File: src/rtl/sb_pkg.sv
// Shared types for the decode-stage read scoreboard: forwarding selects,
// drain FSM states and the register index width.
package sb_pkg;

  localparam int REG_IDX_W = 5;

  typedef enum logic [1:0] {
    FWD_RF     = 2'd0,
    FWD_MEM_WB = 2'd1,
    FWD_EX_MEM = 2'd2
  } fwd_sel_e;

  typedef enum logic [1:0] {
    RUN,
    DRAIN,
    DONE
  } sb_state_e;

  // Youngest producer wins; x0 is hardwired zero and never forwarded.
  function automatic fwd_sel_e fwd_select(
    input logic [REG_IDX_W-1:0] rs,
    input logic [REG_IDX_W-1:0] ex_mem_rd,
    input logic                 ex_mem_we,
    input logic [REG_IDX_W-1:0] mem_wb_rd,
    input logic                 mem_wb_we
  );
    fwd_sel_e sel;
    sel = FWD_RF;
    if (rs != '0) begin
      if (ex_mem_we && (ex_mem_rd == rs))      sel = FWD_EX_MEM;
      else if (mem_wb_we && (mem_wb_rd == rs)) sel = FWD_MEM_WB;
    end
    return sel;
  endfunction

endpackage

File: src/rtl/rd_pending_counter.sv
// Saturating up/down pending-write counter for one architectural register.
module rd_pending_counter #(
  parameter int CNT_W = 2
) (
  input  logic             clk,
  input  logic             rst,
  input  logic             inc,
  input  logic             dec,
  input  logic             clr,
  output logic [CNT_W-1:0] cnt,
  output logic             is_zero,
  output logic             is_max,
  output logic             underflow
);

  logic [CNT_W-1:0] r_cnt;
  logic             w_dec_ok;
  logic             w_inc_ok;

  assign is_zero   = (r_cnt == '0);
  assign is_max    = (r_cnt == '1);
  assign underflow = dec & is_zero;
  assign cnt       = r_cnt;

  // A retire on an empty counter is dropped; a same-cycle valid retire makes
  // room for an increment even at saturation, so the pair nets to no change.
  assign w_dec_ok = dec & ~is_zero;
  assign w_inc_ok = inc & (~is_max | w_dec_ok);

  always_ff @(posedge clk or posedge rst) begin
    if (rst) begin
      r_cnt <= '0;
    end else if (clr) begin
      r_cnt <= '0;
    end else if (w_inc_ok && !w_dec_ok) begin
      r_cnt <= r_cnt + 1'b1;
    end else if (w_dec_ok && !w_inc_ok) begin
      r_cnt <= r_cnt - 1'b1;
    end
  end

endmodule

File: src/rtl/rd_scoreboard_ctrl.sv
// Decode-stage issue controller: pending-write scoreboard, RAW/WAW stalls,
// operand forwarding selects and fence-style drain sequencing.
module rd_scoreboard_ctrl
  import sb_pkg::*;
#(
  parameter int NUM_REGS        = 32,
  parameter int CNT_W           = 2,
  parameter int MAX_OUTSTANDING = 8
) (
  input  logic                                 clk,
  input  logic                                 rst,
  input  logic                                 id_valid,
  input  logic                                 ex_ready,
  input  logic [REG_IDX_W-1:0]                 id_rs1,
  input  logic [REG_IDX_W-1:0]                 id_rs2,
  input  logic                                 id_rs1_used,
  input  logic                                 id_rs2_used,
  input  logic [REG_IDX_W-1:0]                 id_rd,
  input  logic                                 id_rd_we,
  input  logic                                 id_long_lat,
  input  logic [REG_IDX_W-1:0]                 ex_mem_rd,
  input  logic                                 ex_mem_reg_write,
  input  logic [REG_IDX_W-1:0]                 mem_wb_rd,
  input  logic                                 mem_wb_reg_write,
  input  logic                                 wb_valid,
  input  logic [REG_IDX_W-1:0]                 wb_rd,
  input  logic                                 flush,
  input  logic                                 drain_req,
  output logic                                 stall_id,
  output logic                                 issue,
  output fwd_sel_e                             fwd_a_sel,
  output fwd_sel_e                             fwd_b_sel,
  output logic [$clog2(MAX_OUTSTANDING+1)-1:0] outstanding,
  output logic                                 drain_done,
  output logic                                 sb_err
);

  localparam int OUT_W = $clog2(MAX_OUTSTANDING + 1);

  logic [CNT_W-1:0]    w_cnt [NUM_REGS];
  logic [NUM_REGS-1:0] w_is_zero;
  logic [NUM_REGS-1:0] w_is_max;
  logic [NUM_REGS-1:0] w_underflow;

  logic                w_inc;
  logic                w_dec;
  logic                w_inc_ok;
  logic                w_dec_ok;

  logic [OUT_W-1:0]    r_outstanding;
  logic                r_sb_err;
  sb_state_e           r_state;
  sb_state_e           w_state_nxt;

  assign w_cnt[0]       = '0;
  assign w_is_zero[0]   = 1'b1;
  assign w_is_max[0]    = 1'b0;
  assign w_underflow[0] = 1'b0;

  for (genvar g = 1; g < NUM_REGS; g++) begin : g_cnt
    rd_pending_counter #(
      .CNT_W (CNT_W)
    ) u_cnt (
      .clk       (clk),
      .rst       (rst),
      .inc       (w_inc & (id_rd == REG_IDX_W'(g))),
      .dec       (w_dec & (wb_rd == REG_IDX_W'(g))),
      .clr       (flush),
      .cnt       (w_cnt[g]),
      .is_zero   (w_is_zero[g]),
      .is_max    (w_is_max[g]),
      .underflow (w_underflow[g])
    );
  end

  always_comb begin
    stall_id = 1'b0;
    if (!rst && id_valid) begin
      stall_id = (id_rs1_used && (id_rs1 != '0) && (w_cnt[id_rs1] != '0))
              || (id_rs2_used && (id_rs2 != '0) && (w_cnt[id_rs2] != '0))
              || (id_rd_we && id_long_lat && w_is_max[id_rd])
              || (id_long_lat && (r_outstanding == OUT_W'(MAX_OUTSTANDING)))
              || (r_state != RUN);
    end
  end

  assign issue = id_valid & ex_ready & ~stall_id;

  assign w_inc    = issue & id_rd_we & id_long_lat & (id_rd != '0);
  assign w_dec    = wb_valid & (wb_rd != '0);
  assign w_dec_ok = w_dec & ~w_is_zero[wb_rd];
  // Mirrors the per-register accept rule so the total tracks the counter sum.
  assign w_inc_ok = w_inc & (~w_is_max[id_rd] | (w_dec_ok & (wb_rd == id_rd)));

  always_ff @(posedge clk or posedge rst) begin
    if (rst) begin
      r_outstanding <= '0;
    end else if (flush) begin
      r_outstanding <= '0;
    end else begin
      r_outstanding <= r_outstanding + OUT_W'(w_inc_ok) - OUT_W'(w_dec_ok);
    end
  end

  always_ff @(posedge clk or posedge rst) begin
    if (rst) begin
      r_sb_err <= 1'b0;
    end else if (!flush && (|w_underflow)) begin
      r_sb_err <= 1'b1;
    end
  end

  always_ff @(posedge clk or posedge rst) begin
    if (rst) begin
      r_state <= RUN;
    end else begin
      r_state <= w_state_nxt;
    end
  end

  always_comb begin
    w_state_nxt = r_state;
    drain_done  = 1'b0;
    unique case (r_state)
      RUN:     if (drain_req) w_state_nxt = DRAIN;
      DRAIN:   if (r_outstanding == '0) w_state_nxt = DONE;
      DONE: begin
        drain_done  = 1'b1;
        w_state_nxt = RUN;
      end
      default: w_state_nxt = RUN;
    endcase
    if (flush) w_state_nxt = RUN;
  end

  assign fwd_a_sel = rst ? FWD_RF
                   : fwd_select(id_rs1, ex_mem_rd, ex_mem_reg_write, mem_wb_rd, mem_wb_reg_write);
  assign fwd_b_sel = rst ? FWD_RF
                   : fwd_select(id_rs2, ex_mem_rd, ex_mem_reg_write, mem_wb_rd, mem_wb_reg_write);

  assign outstanding = r_outstanding;
  assign sb_err      = r_sb_err;

endmodule

File: config.mk
export PLATFORM = sky130hd
export DESIGN_NAME = rd_scoreboard_ctrl
export DESIGN_NICKNAME = d
export VERILOG_FILES = /design/src/rtl/sb_pkg.sv /design/src/rtl/rd_pending_counter.sv /design/src/rtl/rd_scoreboard_ctrl.sv
export SDC_FILE = /design/constraint.sdc
export NUM_CORES = 1
export LEC_CHECK = 0
export CORE_AREA = 2 2 151 182
export CTS_CLUSTER_DIAMETER = 30
export DETAILED_ROUTE_END_ITERATION = 10
export DIE_AREA = 0 0 153 184
export GPL_ROUTABILITY_DRIVEN = 0
export PLACE_DENSITY = 0.49
export SKIP_CTS_REPAIR_TIMING = 1
export SLEW_MARGIN = 20
export SYNTH_ARGS = -nofsm -noshare
export SYNTH_HDL_FRONTEND = slang
export SYNTH_SLANG_ARGS = --single-unit
File: constraint.sdc
create_clock -name clk -period 12.9 [get_ports clk]
set_clock_uncertainty 0.15 [all_clocks]
set_input_delay 2.58 -clock clk [delete_from_list [all_inputs] [get_ports clk]]
set_output_delay 2.58 -clock clk [all_outputs]
set_load 0.01 [all_outputs]
* Word-level counts from Yosys, hierarchy flattened
Index checks and enable logic that the tools add are counted.
Operators by class: muxes and demuxes 118, add/subtract/negate cells 64, bitwise operators 263, $lt $le $gt $ge 4, multipliers 0, reductions and logical operators 216, shift operators 0, divide/modulo/power cells 0, equal/unequal tests 103
Operators with widths (count):
- 2-bit 2-to-1 mux | 106
- 1-bit bitwise AND | 164
- 5-bit == test, second input constant | 32
- 3-bit nonzero test | 31
- 5-bit by 4-bit == test with 1-bit output, second input constant | 16
- 1-bit logical AND | 75
- 1-bit NOT | 65
- 2-bit == test, second input constant | 32
- 1-bit logical NOT | 64
- 2-bit logical NOT | 32
- 2-bit by 1-bit adder with 2-bit output, second input constant | 31
- 2-bit by 1-bit subtractor with 2-bit output, second input constant | 31
- 5-bit by 3-bit == test with 1-bit output, second input constant | 8
- 1-bit OR | 32
- 31-bit OR reduction | 1
- 5-bit == test | 5
- 2-bit binary-select mux with 5-bit select | 2
- 5-bit by 2-bit == test with 1-bit output, second input constant | 4
- 5-bit nonzero test | 4
- 6-bit greater-or-equal comparator, second input constant | 2
- 5-bit by 6-bit less-than comparator with 1-bit output, second input constant | 2
- 5-bit NOT with 6-bit output | 2
- 1-bit binary-select mux with 5-bit select | 2
- 5-bit by 1-bit == test with 1-bit output, second input constant | 2
- 12 further kinds | 23
Storage, ports and cells: memory bits (read-only) 0, bits in latches 0, output and inout port bits 12, memories 0, RAM bits 0, register bits after elaboration 69, bits of input ports 43, word-level logic and storage cells 802

* Longest topological paths before layout
word-level depth 23, gate-level depth with buffers 20, gate-level depth less buffers 16

* By module
A second synthesis with hierarchy kept.
Second synthesis, totals: cell total of the unflattened synthesis 880, area, all modules 7118.1 um2
By module, submodules not included:
- rd_pending_counter | area an instance 136.4 um2, seq. area each 50.0 um2, cells an instance 16, instances 31
- rd_scoreboard_ctrl | area an instance 2890.3 um2, seq. area each 175.2 um2, cells an instance 384, instances 1

* Worst setup path before layout
No wires, ideal clock.
path type input to output, start in id_rs1[0], end out issue, stages 12, data required time 10170 ps, path slack 5103 ps, buffers on the path 5, data arrival time 5067 ps, path through buf_6 inv_4 mux4_2 mux4_2 nor3b_1 or4b_1 buf_2 buf_4 buf_2 buf_2 nor2_1 and3_1
On the way: cells in the longest elaborated chain, start to end 13, elaborated cells on any way between the ends 15, classes of those cells mux (4); bitwise (3); reduce/logical (8)
RTL lines:
- start, declared | line rd_scoreboard_ctrl.sv:14 | input logic [REG_IDX_W-1:0] id_rs1,
- 5-bit NOT with 6-bit output (not written as such) | line rd_scoreboard_ctrl.sv:79 | stall_id = (id_rs1_used && (id_rs1 != '0) && (w_cnt[id_rs1] != '0))
- 2-bit binary-select mux with 5-bit select | line rd_scoreboard_ctrl.sv:79
- 2-bit 2-to-1 mux (not written as such) (2 in a row) | line rd_scoreboard_ctrl.sv:79
- 2-bit nonzero test | line rd_scoreboard_ctrl.sv:79
- 1-bit logical AND * | line rd_scoreboard_ctrl.sv:79
- 1-bit logical OR * | line rd_scoreboard_ctrl.sv:80 | || (id_rs2_used && (id_rs2 != '0) && (w_cnt[id_rs2] != '0))
- 1-bit logical OR * | line rd_scoreboard_ctrl.sv:81 | || (id_rd_we && id_long_lat && w_is_max[id_rd])
- 1-bit logical OR * | line rd_scoreboard_ctrl.sv:82 | || (id_long_lat && (r_outstanding == OUT_W'(MAX_OUTSTANDING)))
- 1-bit logical OR * | line rd_scoreboard_ctrl.sv:83 | || (r_state != RUN);
- 1-bit 2-to-1 mux * | line rd_scoreboard_ctrl.sv:78 | if (!rst && id_valid) begin
- 1-bit NOT * | line rd_scoreboard_ctrl.sv:87 | assign issue = id_valid & ex_ready & ~stall_id;
- 1-bit bitwise AND * | line rd_scoreboard_ctrl.sv:87
- end, declared | line rd_scoreboard_ctrl.sv:30 | output logic issue,
Mark *: on every way between the ends. The rest lies on a longest branch, timed or not. The select of a mux whose other input is x is not followed.

* Worst setup path after layout
start in id_rs2[2], end out issue
On the way: cells in the longest elaborated chain, start to end 13, elaborated cells on any way between the ends 15, classes of those cells mux (4); bitwise (3); reduce/logical (8)
RTL lines:
- start, declared | line rd_scoreboard_ctrl.sv:15 | input logic [REG_IDX_W-1:0] id_rs2,
- 5-bit NOT with 6-bit output (not written as such) | line rd_scoreboard_ctrl.sv:80
- 2-bit binary-select mux with 5-bit select | line rd_scoreboard_ctrl.sv:80
- 2-bit 2-to-1 mux (not written as such) (2 in a row) | line rd_scoreboard_ctrl.sv:80
- 2-bit nonzero test | line rd_scoreboard_ctrl.sv:80
- 1-bit logical AND * | line rd_scoreboard_ctrl.sv:80
- 1-bit logical OR * | line rd_scoreboard_ctrl.sv:80
- 1-bit logical OR * | line rd_scoreboard_ctrl.sv:81
- 1-bit logical OR * | line rd_scoreboard_ctrl.sv:82
- 1-bit logical OR * | line rd_scoreboard_ctrl.sv:83
- 1-bit 2-to-1 mux * | line rd_scoreboard_ctrl.sv:78
- 1-bit NOT * | line rd_scoreboard_ctrl.sv:87
- 1-bit bitwise AND * | line rd_scoreboard_ctrl.sv:87
Marked as above.

==> impl_results.md <==
- Status: finished clean
- Initial DRT Pass Iterations: 5
- Final slew viol count: 0
- Antenna violations before repair: 0
- Drt via density: 5.991
- Global-route wire length before repair: 45,150 um
- Core area: 26,270 um^2
- Reg clk slew, reported paths: 0.07 ns
- CTS tree: built
- Comb pwr share: 0.197
- Initial Utilization: 0.2769
- Worst path max stage delay: 0.90 ns
- HPWL after DPL: 22,220 um
- Arrival @ worst endpoint: 6.33 ns
- Overall Global Routing Usage: 0.2089
- Post-route insts no fill: 1,308
- Setup_tns: 0 ns
- Routed via count: 7,836
- RSZ-0062 raised after global routing: no
- Worst Hold Class: register to register
- Placed insts: 1,292
- Number of synthesis warnings: 0
- Leak Pwr: 2.939 nW
- FF-to-FF Start: g_cnt[18].u_cnt.cnt[1]
- Avg Inst Size Synth: 7.722 um^2
- Most common cell on crit path: clkdlybuf4s50_1
- Synth cell types: 85
- DRC violations left: 0
- Final nets: 1,018
- CP top delay family: buffers and inverters
- Syn Nets: 992
- CTS root buf: clkbuf_16
- Worst reg2reg path depth: 9
- TritonCTS buffer count: 9
- Fin crit period: 9.062 ns
- Die area: 28,150 um^2
- Sequential element share of the synthesized area: 0.2374
- Max H-tree Level: 3
- Sw Ratio: 0.2926
- Setup violations, final: 0
- CP Class: primary input to output port
- Drt wl/cell: 22.51 um
- Row count: 65
- Top_reg_cell synth: dfrtp_1
- DR iter-0 viols: 631
- Slew HR: 0.2753
- Cell Int Power: 0.4683 mW
- EDFF count, synth: 0
- Largest net degree at the start of global routing: 69
- Post-synth top area cell: dfrtp_1
- WHS Path Cells: 1
- Vias in the first global route: 7,518
- Sequential power share: 0.337
- Area Growth Syn to Fin: 16.17%
- Switching pwr: 0.1937 mW
- Reg2Reg Setup Slack: 8.26 ns
- Worst-Margin Slew: 1.079 ns
- FF-to-FF End: g_cnt[12].u_cnt.cnt[0]
- Worst-Skew Late Latency: 0.36 ns
- Worst path bufs/invs: 3
- DRT Wirelength: 29,450 um
- Synthesized area: 7274 um^2
- Ys async rst share: 1.000
- CP Capture Type: output port
- Clock Sinks: 69
- Final hold vios: 0
- Antenna Violating Nets Remaining: 0
- Most common cell in the netlist: nor2_1
- Post-synth top cells: nor2_1, nand2_1, dfrtp_1, nor3_1, o21ai_0
- Post-Synthesis Cells: 942
- Seq. cell area: 1727 um^2
- Crit-path max FO: 25
- Post-synth top area share: 0.2374
- Multi-input gate area: 5144 um^2
- PortBufs: 54
- Critical path's slowest cell: clkdlybuf4s50_1
- Share of layout cells above drive strength 1: 0.08633
- Final Cycle Share: 0.7025
- Maximum VDD drop: 0.00006069 V
- Worst path required time: 10.17 ns
- Die span in y: 184 um
- Clock Path Buffers: 2
- I/O pin count: 55
- Grt total ovfl: 0
- Hold path endpoint: sb_err
- Largest cells by area after synthesis: dfrtp_1, mux4_2, nor2_1, nand2_1, nor3_1
- Final Core Density: 0.3217
- Width of the die: 153 um
- FILL cells: 2,814
- Antenna cells: 0
- CP startpoint kind: primary input
- Clock group share of total power: 0.466
- F_max: 110.4 MHz
- Hold path start: sb_err
- Synth Register Bits: 69
- Critical-path cell list: clkdlybuf4s50_1 -> inv_2 -> mux4_2 -> mux2i_1 -> a31o_1 -> or4b_2 -> nor2_1 -> and3_1 -> clkdlybuf4s50_1
- Max Cap Viol: 0
- Pwr dens: 78.34 nW/um^2
-- cell usage in the layout (no fill, tap or decap), drive strengths merged, types with 5 or more instances in the layout --
| cell | n |
|---|---|
| nor2 | 112 |
| nand2 | 98 |
| dfrtp | 69 |
| nor3 | 60 |
| clkdlybuf4s50 | 53 |
| o21ai | 49 |
| a21oi | 41 |
| nor4 | 36 |
| inv | 36 |
| nor2b | 33 |
| mux4 | 24 |
| o31ai | 23 |
| nand3 | 19 |
| and3 | 18 |
| xnor2 | 18 |
| buf | 17 |
| or4 | 17 |
| a22oi | 14 |
| nand2b | 12 |
| xor2 | 11 |
| clkbuf | 11 |
| mux2i | 10 |
| nand4 | 10 |
| nor3b | 9 |
| or3 | 9 |
| or2 | 9 |
| o2bb2ai | 8 |
| and2 | 8 |
| o311ai | 8 |
| nand3b | 7 |
| nand4b | 7 |
| o22ai | 7 |
| o211ai | 6 |
| and4b | 6 |
| ha | 6 |
| a221oi | 5 |
| nor4b | 5 |
| a311oi | 5 |
-- cell families after synthesis --
kind of cell	share of synthesized area
AOI/OAI and AO/OA	0.2167
adders and majority gates	0.01307
and+or+nand+nor	0.3481
xor gates and xnor gates	0.03492
DFF	0.2374
buffers and inverters	0.05710
muxes	0.09271
-- through the flow --
stage / setup WS (ns) / hold slack (ns) / power, mW / cell area [um^2]
final: 3.838 / 0.3329 / 0.6620 / 8451
after CTS: 3.856 / 0.3421 / 0.6688 / 8451
after global routing: 3.610 / 0.3643 / 0.6873 / 8451
after floorplan: 5.103 / 0.2993 / 0.3041 / 7274
after detailed placement: 3.864 / 0.3154 / 0.3562 / 8092
after global placement: 3.867 / 0.3268 / 0.3558 / 8092
-- state kept, by name, indices dropped and copies added (netlist names) --
name             count
outstanding          4
r_state              2
g_cnt.u_cnt.cnt     62
sb_err               1
-- area by class of cell --
cell class | instances | share of cell area
clock inverters | 5 | 0.01259
well taps | 335 | 0.04960
clock buffers | 11 | 0.02991
inverters | 38 | 0.01732
flip-flops and latches | 69 | 0.2043
multi-input cells | 780 | 0.6087
repair buffers | 70 | 0.07758
-- metal layers --
| metal | wire [um] | share of wire | track usage |
|---|---|---|---|
| met2 | 13840 | 0.47 | 0.3448 |
| met1 | 12050 | 0.41 | 0.2572 |
| met4 | 1762 | 0.060 | 0.1285 |
| met5 | 0 | 0 | 0 |
| met3 | 1790 | 0.061 | 0.03135 |
-- worst max-delay path by stage --
stage	startpoint	to	slack [ns]	cells after the start
floorplan	id_rs1[0]	issue	5.10	12
global placement	id_rs2[0]	issue	3.87	9
detailed placement	id_rs2[2]	issue	3.86	9
CTS	id_rs2[2]	issue	3.86	9
global route	id_rs2[2]	issue	3.61	9
finish	id_rs2[2]	issue	3.84	9
-- power groups by stage --
| stage | clock network (mW) | registers, mW | logic (mW) |
|---|---|---|---|
| 2_1_floorplan | 0 | 0.228 | 0.0762 |
| 3_3_place_gp | 0 | 0.227 | 0.129 |
| 3_5_place_dp | 0 | 0.227 | 0.129 |
| 4_1_cts | 0.316 | 0.223 | 0.130 |
| 5_1_grt | 0.323 | 0.224 | 0.141 |
| 6_report | 0.308 | 0.223 | 0.130 |
(Power assumes the default switching activity.)
